File: src/rtl/fetch_pkg.sv
// fetch_pkg -- shared types and constants for the instruction fetch controller.
//   XLEN       : address/PC width
//   INSTR_W    : instruction word width
//   PC_STEP    : byte increment between sequential instructions
//   ALIGN_MASK : clears the byte-offset bits of a redirect target
//   fetch_state_e : fetch FSM state encoding
package fetch_pkg;

    localparam int unsigned XLEN    = 32;
    localparam int unsigned INSTR_W = 32;

    localparam logic [XLEN-1:0] PC_STEP    = 32'd4;
    localparam logic [XLEN-1:0] ALIGN_MASK = 32'hFFFF_FFFC;

    typedef enum logic [1:0] {
        StIdle,
        StIssue,
        StWait,
        StValid
    } fetch_state_e;

endpackage

File: src/rtl/fetch_pc_gen.sv
// fetch_pc_gen -- program counter register and next-PC selection.
// Ports:
//   clk       in   clock
//   reset     in   asynchronous active-high reset, loads RESET_VEC
//   load      in   load the (word-aligned) load_addr; wins over advance
//   load_addr in   redirect target, low two bits dropped here
//   advance   in   step to the next sequential instruction, wrapping to
//                  RESET_VEC once pc+PC_STEP reaches PROG_LIMIT
//   pc        out  current program counter
module fetch_pc_gen
    import fetch_pkg::*;
#(
    parameter logic [XLEN-1:0] RESET_VEC  = 32'h0000_0000,
    parameter int unsigned     PROG_LIMIT = 1024
) (
    input  logic            clk,
    input  logic            reset,
    input  logic            load,
    input  logic [XLEN-1:0] load_addr,
    input  logic            advance,
    output logic [XLEN-1:0] pc
);

    logic [XLEN-1:0] pc_seq;
    logic [XLEN-1:0] pc_next;

    always_comb begin
        // Plain 32-bit add: a PC near 2^32 wraps modulo 2^32 before the bound test.
        pc_seq  = pc + PC_STEP;
        pc_next = pc;
        if (load) begin
            pc_next = load_addr & ALIGN_MASK;
        end else if (advance) begin
            pc_next = (pc_seq >= XLEN'(PROG_LIMIT)) ? RESET_VEC : pc_seq;
        end
    end

    always_ff @(posedge clk or posedge reset) begin
        if (reset) begin
            pc <= RESET_VEC;
        end else begin
            pc <= pc_next;
        end
    end

endmodule

File: src/rtl/fetch_ctrl.sv
// fetch_ctrl -- single-outstanding instruction fetch controller.
// Issues one imem request at a time, holds the returned word for downstream
// until accepted, and handles redirects (including flushing an in-flight fetch).
// Ports:
//   clk, reset            clock; asynchronous active-high reset
//   stall                 blocks issue of new fetches
//   redirect_valid/addr   one-cycle redirect pulse and target
//   imem_req/addr         one-cycle request strobe and address (registered)
//   imem_ack/rdata        response strobe and instruction word
//   instr_valid/instr/instr_pc  instruction presented downstream
//   instr_ready           downstream accept
//   fetch_count           completed-transfer count
// Build option: define FETCH_PERF_CNT_EN to enable fetch_count; otherwise it is 0.
module fetch_ctrl
    import fetch_pkg::*;
#(
    parameter logic [XLEN-1:0] RESET_VEC  = 32'h0000_0000,
    parameter int unsigned     PROG_LIMIT = 1024
) (
    input  logic               clk,
    input  logic               reset,
    input  logic               stall,
    input  logic               redirect_valid,
    input  logic [XLEN-1:0]    redirect_addr,
    output logic               imem_req,
    output logic [XLEN-1:0]    imem_addr,
    input  logic               imem_ack,
    input  logic [INSTR_W-1:0] imem_rdata,
    output logic               instr_valid,
    output logic [INSTR_W-1:0] instr,
    output logic [XLEN-1:0]    instr_pc,
    input  logic               instr_ready,
    output logic [XLEN-1:0]    fetch_count
);

    fetch_state_e    state_q;
    logic            flush_q;
    logic [XLEN-1:0] pc;
    logic            pc_advance;

    // A redirect arriving with the ack discards that response, so no advance.
    assign pc_advance = (state_q == StWait) && imem_ack && !flush_q && !redirect_valid;

    fetch_pc_gen #(
        .RESET_VEC  (RESET_VEC),
        .PROG_LIMIT (PROG_LIMIT)
    ) u_pc_gen (
        .clk       (clk),
        .reset     (reset),
        .load      (redirect_valid),
        .load_addr (redirect_addr),
        .advance   (pc_advance),
        .pc        (pc)
    );

    always_ff @(posedge clk or posedge reset) begin
        if (reset) begin
            state_q     <= StIdle;
            flush_q     <= 1'b0;
            imem_req    <= 1'b0;
            imem_addr   <= RESET_VEC;
            instr_valid <= 1'b0;
            instr       <= '0;
            instr_pc    <= '0;
        end else begin
            imem_req <= 1'b0;
            case (state_q)
                StIdle: begin
                    if (!stall) begin
                        state_q <= StIssue;
                    end
                end
                StIssue: begin
                    // Request goes out with the pre-redirect PC; mark it for discard.
                    imem_req  <= 1'b1;
                    imem_addr <= pc;
                    state_q   <= StWait;
                    if (redirect_valid) begin
                        flush_q <= 1'b1;
                    end
                end
                StWait: begin
                    if (imem_ack) begin
                        if (flush_q || redirect_valid) begin
                            flush_q <= 1'b0;
                            state_q <= stall ? StIdle : StIssue;
                        end else begin
                            instr       <= imem_rdata;
                            instr_pc    <= pc;
                            instr_valid <= 1'b1;
                            state_q     <= StValid;
                        end
                    end else if (redirect_valid) begin
                        flush_q <= 1'b1;
                    end
                end
                StValid: begin
                    // Redirect squashes a same-cycle transfer; both leave VALID.
                    if (redirect_valid || instr_ready) begin
                        instr_valid <= 1'b0;
                        state_q     <= stall ? StIdle : StIssue;
                    end
                end
                default: begin
                    state_q <= StIdle;
                end
            endcase
        end
    end

`ifdef FETCH_PERF_CNT_EN
    logic [XLEN-1:0] count_q;

    always_ff @(posedge clk or posedge reset) begin
        if (reset) begin
            count_q <= '0;
        end else if ((state_q == StValid) && instr_ready && !redirect_valid) begin
            count_q <= count_q + 32'd1;
        end
    end

    assign fetch_count = count_q;
`else
    assign fetch_count = '0;
`endif

endmodule
File: config.mk
export PLATFORM = sky130hd
export DESIGN_NAME = fetch_ctrl
export DESIGN_NICKNAME = d
export VERILOG_FILES = /design/src/rtl/fetch_pkg.sv /design/src/rtl/fetch_pc_gen.sv /design/src/rtl/fetch_ctrl.sv
export SDC_FILE = /design/constraint.sdc
export NUM_CORES = 1
export LEC_CHECK = 0
export CAP_MARGIN = 25
export CORE_UTILIZATION = 35
export CTS_CLUSTER_DIAMETER = 200
export DETAILED_ROUTE_END_ITERATION = 7
export GPL_TIMING_DRIVEN = 0
export PLACE_DENSITY = 0.69
export SYNTH_ARGS = -nofsm -noshare
export SYNTH_HDL_FRONTEND = slang
export SYNTH_SLANG_ARGS = --single-unit
File: constraint.sdc
create_clock -name clk -period 9.45 [get_ports clk]
set_input_delay 1.89 -clock clk [delete_from_list [all_inputs] [get_ports clk]]
set_output_delay 1.89 -clock clk [all_outputs]
set_load 0.02 [all_outputs]
# Word-level counts from Yosys, hierarchy flattened
# Index checks and enable logic that the tools add are counted.
# W data, S select, Z words.
# word_totals
register_bits	133
input_bits	70
elab_cells	52
# op_classes
add_sub_neg	1
n_lt_le_gt_ge	1
n_eq_ne	8
muxes	18
bitwise	1
reduce_logical	15
# op_table
operator	count
$mux W32	3
$add A32 B3 Y32 const B	1
$ge A32 B11 Y1 const B	1
$mux W1	8
$mux W2	4
$ne A2 B2 Y1 const B	4
$pmux W2 S4	1
$reduce_and A3 Y1	2
$reduce_bool A2 Y1	3
$eq A2 B2 Y1 const B	2
$pmux W1 S2	2
$reduce_and A4 Y1	1
$logic_and A1 B1 Y1	3
$ne A3 B2 Y1 const B	1
$eq A2 B1 Y1 const B	1
$logic_not A1 Y1	2
$logic_not A2 Y1	1
$logic_or A1 B1 Y1	2
$reduce_and A2 Y1	1
$not A1 Y1	1

# Logic depth before layout (Yosys ltp)
# Gate-level depths: netlist of run 1.
# logic_depth
word_depth	6
mapped_depth	9

# Modules after synthesis
# Synthesis of run 1 repeated with hierarchy kept, for this count alone.
# hier_totals
cells_unflattened	521
hier_area_um2	6522.5
# by_module_without_submodules
module	instances	cells_per_inst	area_each_um2
fetch_ctrl	1	271	4470.5
fetch_pc_gen	1	250	2052.0

# Least setup slack after synthesis of run 1
# OpenSTA, ideal clock, no wires.
# synth_path
path_kind	input to register
start	in redirect_valid
end	reg u_pc_gen.pc[5]
arrival_ns	3.543
required_time_ns	9.374
slack_ns	5.830
path_stages	7
path_buffers	2
cell_sequence	clkbuf_1 > nor3_1 > o21ai_1 > nor4b_4 > buf_4 > a31oi_1 > o21ai_1
# synth_via
elab_chain_len	3
elab_cells_between_ends	4
classes_between	mux (1); reduce/logical (3)
# synth_lines
element	line_no	text
start: declaration	fetch_ctrl.sv:23	input logic redirect_valid,
$logic_not A1 Y1	fetch_ctrl.sv:42	assign pc_advance = (state_q == StWait) && imem_ack && !flush_q && !redirect_valid;
$logic_and A1 B1 Y1	fetch_ctrl.sv:42	
$reduce_bool A2 Y1 (no source line)	n/a	
end signal: assignment	fetch_pc_gen.sv:42	pc <= pc_next;
end: declaration	fetch_pc_gen.sv:21	output logic [XLEN-1:0] pc
# Several ways; a longest one is shown, not always the timed one.
# A chain may end at the register's enable or synchronous reset.

# Final worst setup path of run 1
# layout_path
start	in imem_ack
end	reg u_pc_gen.pc[5]
# layout_via
elab_chain_len	4
# layout_lines
element	line_no	text
start: declaration	fetch_ctrl.sv:27	input logic imem_ack,
$logic_and A1 B1 Y1 (3 in a row)	fetch_ctrl.sv:42	
$reduce_bool A2 Y1 (no source line)	n/a	
# No other way between the ends.

==> results of run 1 <==
==> metal layers <==
layer	part of all wire, %	routed length, um
met5	0	0
met4	1.8	259
met3	6.2	883
met2	49	6970
met1	43	6070
==> sequential cells by signal (all words and copies together) (netlist names) <==
register and flops:
state_q 2, imem_req 1, imem_addr 30, instr_pc 30, instr 32, flush_q 1
instr_valid 1, u_pc_gen.pc 30
==> placed cells by master, fill, tap and decap left out, drive strengths merged, types with 2 or more instances in the layout <==
master / Yosys / routed
and4: 2 / 2
nand2: 14 / 14
clkinv: 0 / 3
or3: 2 / 2
a31oi: 11 / 11
a22o: 22 / 22
dfrtp: 127 / 127
clkdlybuf4s50: 0 / 160
o31ai: 2 / 2
nand4: 9 / 9
a21oi: 5 / 5
mux2: 92 / 92
bufinv: 0 / 3
nor4: 4 / 4
nor2b: 2 / 2
clkbuf: 17 / 42
a211oi: 4 / 4
conb: 1 / 36
and3: 2 / 2
o21ai: 12 / 12
xnor2: 3 / 3
nor3: 8 / 8
inv: 11 / 11
ha: 6 / 6
nand3: 7 / 7
nor2: 17 / 17
or2: 3 / 3
mux2i: 2 / 2
a32oi: 5 / 5
buf: 40 / 41
xor2: 2 / 2
nor4b: 2 / 2
and2: 3 / 3
==> metrics by stage <==
step	util, %	hold slack [ns]	instance area (sq um)
5_1_grt	52.5	0.515	8410
6_report	52.5	0.503	8410
3_5_place_dp	48.8	0.495	7800
4_1_cts	52.5	0.506	8410
3_3_place_gp	48.5	0.489	7770
2_1_floorplan	-	0.481	5900
==> worst max path at each step <==
stage / start / to / slack [ns]
finish: imem_ack / u_pc_gen.pc[5]$_DFFE_PP0P_ / 5.52
floorplan: reset / flush_q$_DFFE_PP0P_ / 4.18
detailed placement: imem_ack / u_pc_gen.pc[5]$_DFFE_PP0P_ / 4.94
global route: imem_ack / u_pc_gen.pc[5]$_DFFE_PP0P_ / 5.26
CTS: imem_ack / u_pc_gen.pc[5]$_DFFE_PP0P_ / 5.46
global placement: reset / imem_addr[10]$_DFFE_PP0P_ / 2.53
==> area by class of cell <==
type                            instances  area (sq um)  area share [%]
Buffer                                 57           362            4.30
Multi-Input combinational cell        290          2320            27.6
Inverter                               11          46.3           0.551
Clock inverter                          6           105            1.25
Tap cell                              216           270            3.22
Sequential cell                       127          3180            37.8
Timing Repair Buffer                  161          1630            19.4
Clock buffer                           25           495            5.89
==> worst max-delay path, cell delays in order <==
cell and delay [ns]:
clkdlybuf4s50_1 0.51, nand2_1 0.09, nor3_2 0.63, o21ai_1 0.26
nor4b_4 0.40, buf_4 0.24, a31oi_1 0.09, o21ai_1 0.14
==> power breakdown <==
group | leakage, nW | internal, W | switching, W
combinational | 1.81 | 0.000525 | 0.000468
sequential | 1.61 | 0.000741 | 0.000122
clock | 0.297 | 0.000440 | 0.000224
==> cells in the mapped netlist (2+ instances only) <==
library cell    n
xnor2_1         3
and2_1          3
ha_1            6
a22o_1         22
mux2_2         92
nand2_1        14
o31ai_1         2
nand3_1         6
nor2b_1         2
and4_1          2
a32oi_1         5
and3_1          2
nor2_1         17
o21ai_0         4
a21oi_1         5
nand4_1         8
buf_4          37
dfrtp_1       127
xor2_1          2
a211oi_1        4
nor4_4          2
a31oi_1        11
or3_1           2
nor4_1          2
or2_2           3
clkbuf_1       17
inv_1          11
mux2i_1         2
o21ai_1         8
nor3_1          7
==> logic make-up (layout without fill, tap and decap cells) <==
logic type | Yosys count | count (layout)
DFF | 127 | 127
muxes | 94 | 94
and+or+nand+nor | 78 | 78
AOI/OAI and AO/OA | 71 | 71
buffers and inverters | 68 | 260
adders and majority gates | 6 | 6
xor gates and xnor gates | 5 | 5
other | 1 | 36
==> flow_metrics.tcl, run 1 <==
set metrics [dict create \
    setup_viol 0 \
    synth_area_leader_cell "dfrtp_1" \
    worst_pin_slew_ns 0.816 \
    ir_drop_v 0.000157 \
    synth.top_cell.area_share_pct 55.1 \
    timing.final.crit_period_ns 3.93 \
    worst-setup-path-type "in -> reg" \
    cts_buffer_depth 2 \
    cts_resized 0 \
    power_density_mw_per_mm2 300 \
    reg2regPathDepth 9 \
    clock-root-buffer "clkbuf_16" \
    relSlewSlack_pct 45.3 \
    synth.area.top_cells "dfrtp_1, mux2_2, buf_4" \
    dp_slack_ns 4.94 \
    cp.arrival_ns 4.27 \
    syn2layout_area_growth_pct 45.8 \
    synthDistinctLibCells 52 \
    overflow 0 \
    final_hold_viol_count 0 \
    post-place-cells 862 \
    ys_warn_count 0 \
    p_leak_nw 3.72 \
    met2_usage_pct 28.8 \
    place.gp.congestion 0.800 \
    grt_max_degree 100 \
    crit_fanout 10 \
    grt_setup_unrepaired "no" \
    setup_ws_ns 5.52 \
    synth_seq_cells 127 \
    cts_sinks 127 \
    die_y_um 130 \
    synth-seq-area-share_pct 55.1 \
    top_level_ports 200 \
    crit_path_end_kind "flop" \
    total_power_w 0.00252 \
    dp_hpwl_mm 10.4 \
    cts_made_buffers 17 \
    antenna_cells 0 \
    hold_path_depth 1 \
    grt_antenna_before_repair 0 \
    synth.mux.area_fraction_pct 18.3 \
    tns_ns 0 \
    final_cells 893 \
    row_count 46 \
    synth_top_family_by_area "multiplexers" \
    drt_iter0_markers 160 \
    wire_per_inst_um 15.9 \
    drc 0 \
    synth_edf_count 0 \
    hp-start "instr_pc[29]$_DFFE_PP0P_" \
    clock_skew_ns 0.00684 \
    cts.clk_slew.worst_paths_ns 0.05 \
    whs_endpoint "instr_pc[29]$_DFFE_PP0P_" \
    grt_pass1_wl_mm 22.4 \
    critPathRequiredTime_ns 9.78 \
    reg2reg_slack_ns 6.67 \
    dieArea_sq_mm 0.0170 \
    synth_xor_area_share_pct 0.760 \
    syn-instance-count 450 \
    coreArea_sq_mm 0.0160 \
    track_usage_pct 17.5 \
    antenna_left 0 \
    die_w_um 130 \
    vias_per_cell 4.76 \
    holdCritPathClass "reg -> reg" \
    reg2reg_to "u_pc_gen.pc[5]$_DFFE_PP0P_" \
    post_cts.repair.setup_buffers 0 \
    grt_pass1_vias 4320 \
    clock_latency_ns 0.41 \
    vias 4253 \
    cts_tree "done" \
    portBuffers 160 \
    reg2reg_from "state_q[0]$_DFFE_PP0P_" \
    synthSimpleGateAreaFrac_pct 8.38 \
    layout-drive-gt1-share_pct 25.3 \
    start_util_pct 36.0 \
    holdBufCountCts 0 \
    totalWireLength_mm 14.2 \
    synth_compound_area_share_pct 9.05 \
    startpoint_type "primary input" \
    fin_nets 741 \
    drtPass1Iterations 4 \
    use_met1_pct 21.7 \
    maxCapViolations 0 \
    slew_viol_final 0 \
    synthFlopType "dfrtp_1" \
    status "finished clean" \
    syn_area_per_cell_sq_um 12.8 \
    fillers 1400 \
    max_freq_mhz 254 \
    met3_usage_pct 5.00 \
    busiest_layer "met2" \
    async_flop_share_pct 100 \
    htree_levels 4 \
    netlist_area_sq_mm 0.00576 \
    synthAdderAreaFrac_pct 1.30 \
    period_share_pct 41.6 \
]
Power figures use the tool's default switching activity.
==> run 2, diff against run 1 <==
Clock period 9.45 ns to 3.8 ns, I/O delays scaled along.
==> flow_metrics.tcl, run 2 (synthesis results as in run 1) <==
set metrics [dict create \
    coreArea_sq_mm 0.0160 \
    total_power_w 0.00622 \
    crit_end "u_pc_gen.pc[4]$_DFFE_PP0P_" \
    worst_pin_slew_ns 0.805 \
    reg2reg_from "u_pc_gen.pc[2]$_DFFE_PP0P_" \
    reg2reg_slack_ns 1.03 \
    drt_iter0_markers 201 \
    place.gp.congestion 0.842 \
    totalWireLength_mm 14.1 \
    status "finished clean" \
    portBuffers 160 \
    clock-root-buffer "clkbuf_16" \
    drc 0 \
    critPathSlowestCell "nor3_2" \
    wl_met2_mm 7.10 \
    timing.final.crit_period_ns 2.79 \
    post_cts.repair.setup_buffers 0 \
    holdCritPathClass "reg -> reg" \
    holdBufCountCts 0 \
    start_util_pct 36.0 \
    final_hold_viol_count 0 \
    crit_family "simple AND/OR/NAND/NOR gates" \
    power_density_mw_per_mm2 738 \
    path_cells "clkdlybuf4s50_1 > nand2_1 > nor3_2 > o21ai_1 > nor4b_4 > buf_4 > a41oi_1 > o21ai_1" \
    fin_nets 743 \
    overflow 0 \
    grt_max_degree 43 \
    syn2layout_area_growth_pct 46.2 \
    clock_skew_ns 0.00466 \
    cp.arrival_ns 3.12 \
    most-common-layout-cells "clkdlybuf4s50_1, dfrtp_1, mux2_2" \
    critPathRequiredTime_ns 4.14 \
    htree_levels 4 \
    grt_pass1_vias 4206 \
    track_usage_pct 17.0 \
    path_buf_inv 2 \
    crit_path_end_kind "flop" \
    die_w_um 130 \
    antenna_cells 0 \
    die_y_um 130 \
    timing.critical_path.mode_cell "o21ai_1" \
    path_depth 8 \
    setup_viol 0 \
    reg2regPathDepth 9 \
    worst-setup-path-type "in -> reg" \
    setup_ws_ns 1.01 \
    grt_setup_unrepaired "no" \
    topRoutingLayerUsed "met4" \
    grt_pass1_wl_mm 21.9 \
    largest_register "instr" \
    dp_hpwl_mm 10.6 \
    cts_sinks 127 \
    cts_made_buffers 17 \
    row_count 46 \
    cpPeakStageDelay_ns 0.62 \
    layout_commonest_cell "clkdlybuf4s50_1" \
    grt_antenna_before_repair 0 \
    cts_tree "done" \
    largest_reg_flops 32 \
    dp_slack_ns 0.553 \
    p_leak_nw 3.72 \
    layout-drive-gt1-share_pct 26.2 \
    reg2reg_to "u_pc_gen.pc[4]$_DFFE_PP0P_" \
    slew_viol_final 0 \
    startpoint_type "primary input" \
    max_freq_mhz 359 \
    dieArea_sq_mm 0.0170 \
    ir_drop_v 0.000415 \
    wire_per_inst_um 15.7 \
    top_level_ports 200 \
    wl_met3_um 832 \
    maxCapViolations 0 \
    vias_per_cell 4.75 \
    cts_resized 0 \
    cts_buffer_depth 2 \
    relSlewSlack_pct 46.0 \
    crit_fanout 10 \
    holdWs_ns 0.501 \
    antenna_left 0 \
    vias 4258 \
    period_share_pct 73.3 \
    clock_latency_ns 0.41 \
    cp-startpoint "imem_ack" \
    drtPass1Iterations 4 \
    cts.clk_slew.worst_paths_ns 0.06 \
    m1WireLength_mm 5.96 \
]
[run 2: worst min path at each step]
stage                             endpoint  slack, ns  cells past startpoint                    from
floorplan           state_q[1]$_DFFE_PP0P_       0.48                      1  state_q[1]$_DFFE_PP0P_
global placement      instr[6]$_DFFE_PP0P_       0.49                      1    instr[6]$_DFFE_PP0P_
detailed placement    instr[6]$_DFFE_PP0P_       0.49                      1    instr[6]$_DFFE_PP0P_
CTS                  instr[30]$_DFFE_PP0P_       0.51                      1   instr[30]$_DFFE_PP0P_
global route         instr[18]$_DFFE_PP0P_       0.51                      1   instr[18]$_DFFE_PP0P_
finish               instr[30]$_DFFE_PP0P_       0.50                      1   instr[30]$_DFFE_PP0P_
[run 2: layer usage]
layer	global-route usage, %	up-vias
met4	5.48	0
met1	21.0	2078
met3	4.31	18
li1	-	2014
met2	28.9	148
met5	0	-
[run 2: layout make-up]
type | count | area, sq um
well taps | 216 | 270
clock buffers | 21 | 480
plain buffers | 57 | 362
fillers | 1407 | 7570
multi-input cells | 290 | 2320
flip-flops and latches | 127 | 3180
clock inverters | 11 | 113
repair buffers | 163 | 1660
inverters | 11 | 45.0
[run 2: through the flow]
step | instances | setup TNS, ns | util, % | area (sq um)
6_report | 896 | 0 | 52.7 | 8430
4_1_cts | 896 | 0 | 52.7 | 8430
3_5_place_dp | 864 | 0 | 49.0 | 7840
5_1_grt | 896 | 0 | 52.7 | 8430
2_1_floorplan | 485 | 0 | - | 5900
3_3_place_gp | 861 | -0.400 | 48.6 | 7770
[run 2: power by group]
group / switching, W / leakage [nW] / internal, W
Sequential: 0.000302 / 1.61 / 0.00184
Combinational: 0.00117 / 1.82 / 0.00131
Clock: 0.000575 / 0.290 / 0.00103
[run 2: worst register-to-register path: cells and delay by family (launching register included)]
kind            cells  cell delay [ns]
fa+ha+maj           1             0.29
buf+inv             1             0.19
compound gates      4             0.81
flops               1             0.46
simple gates        3             0.95
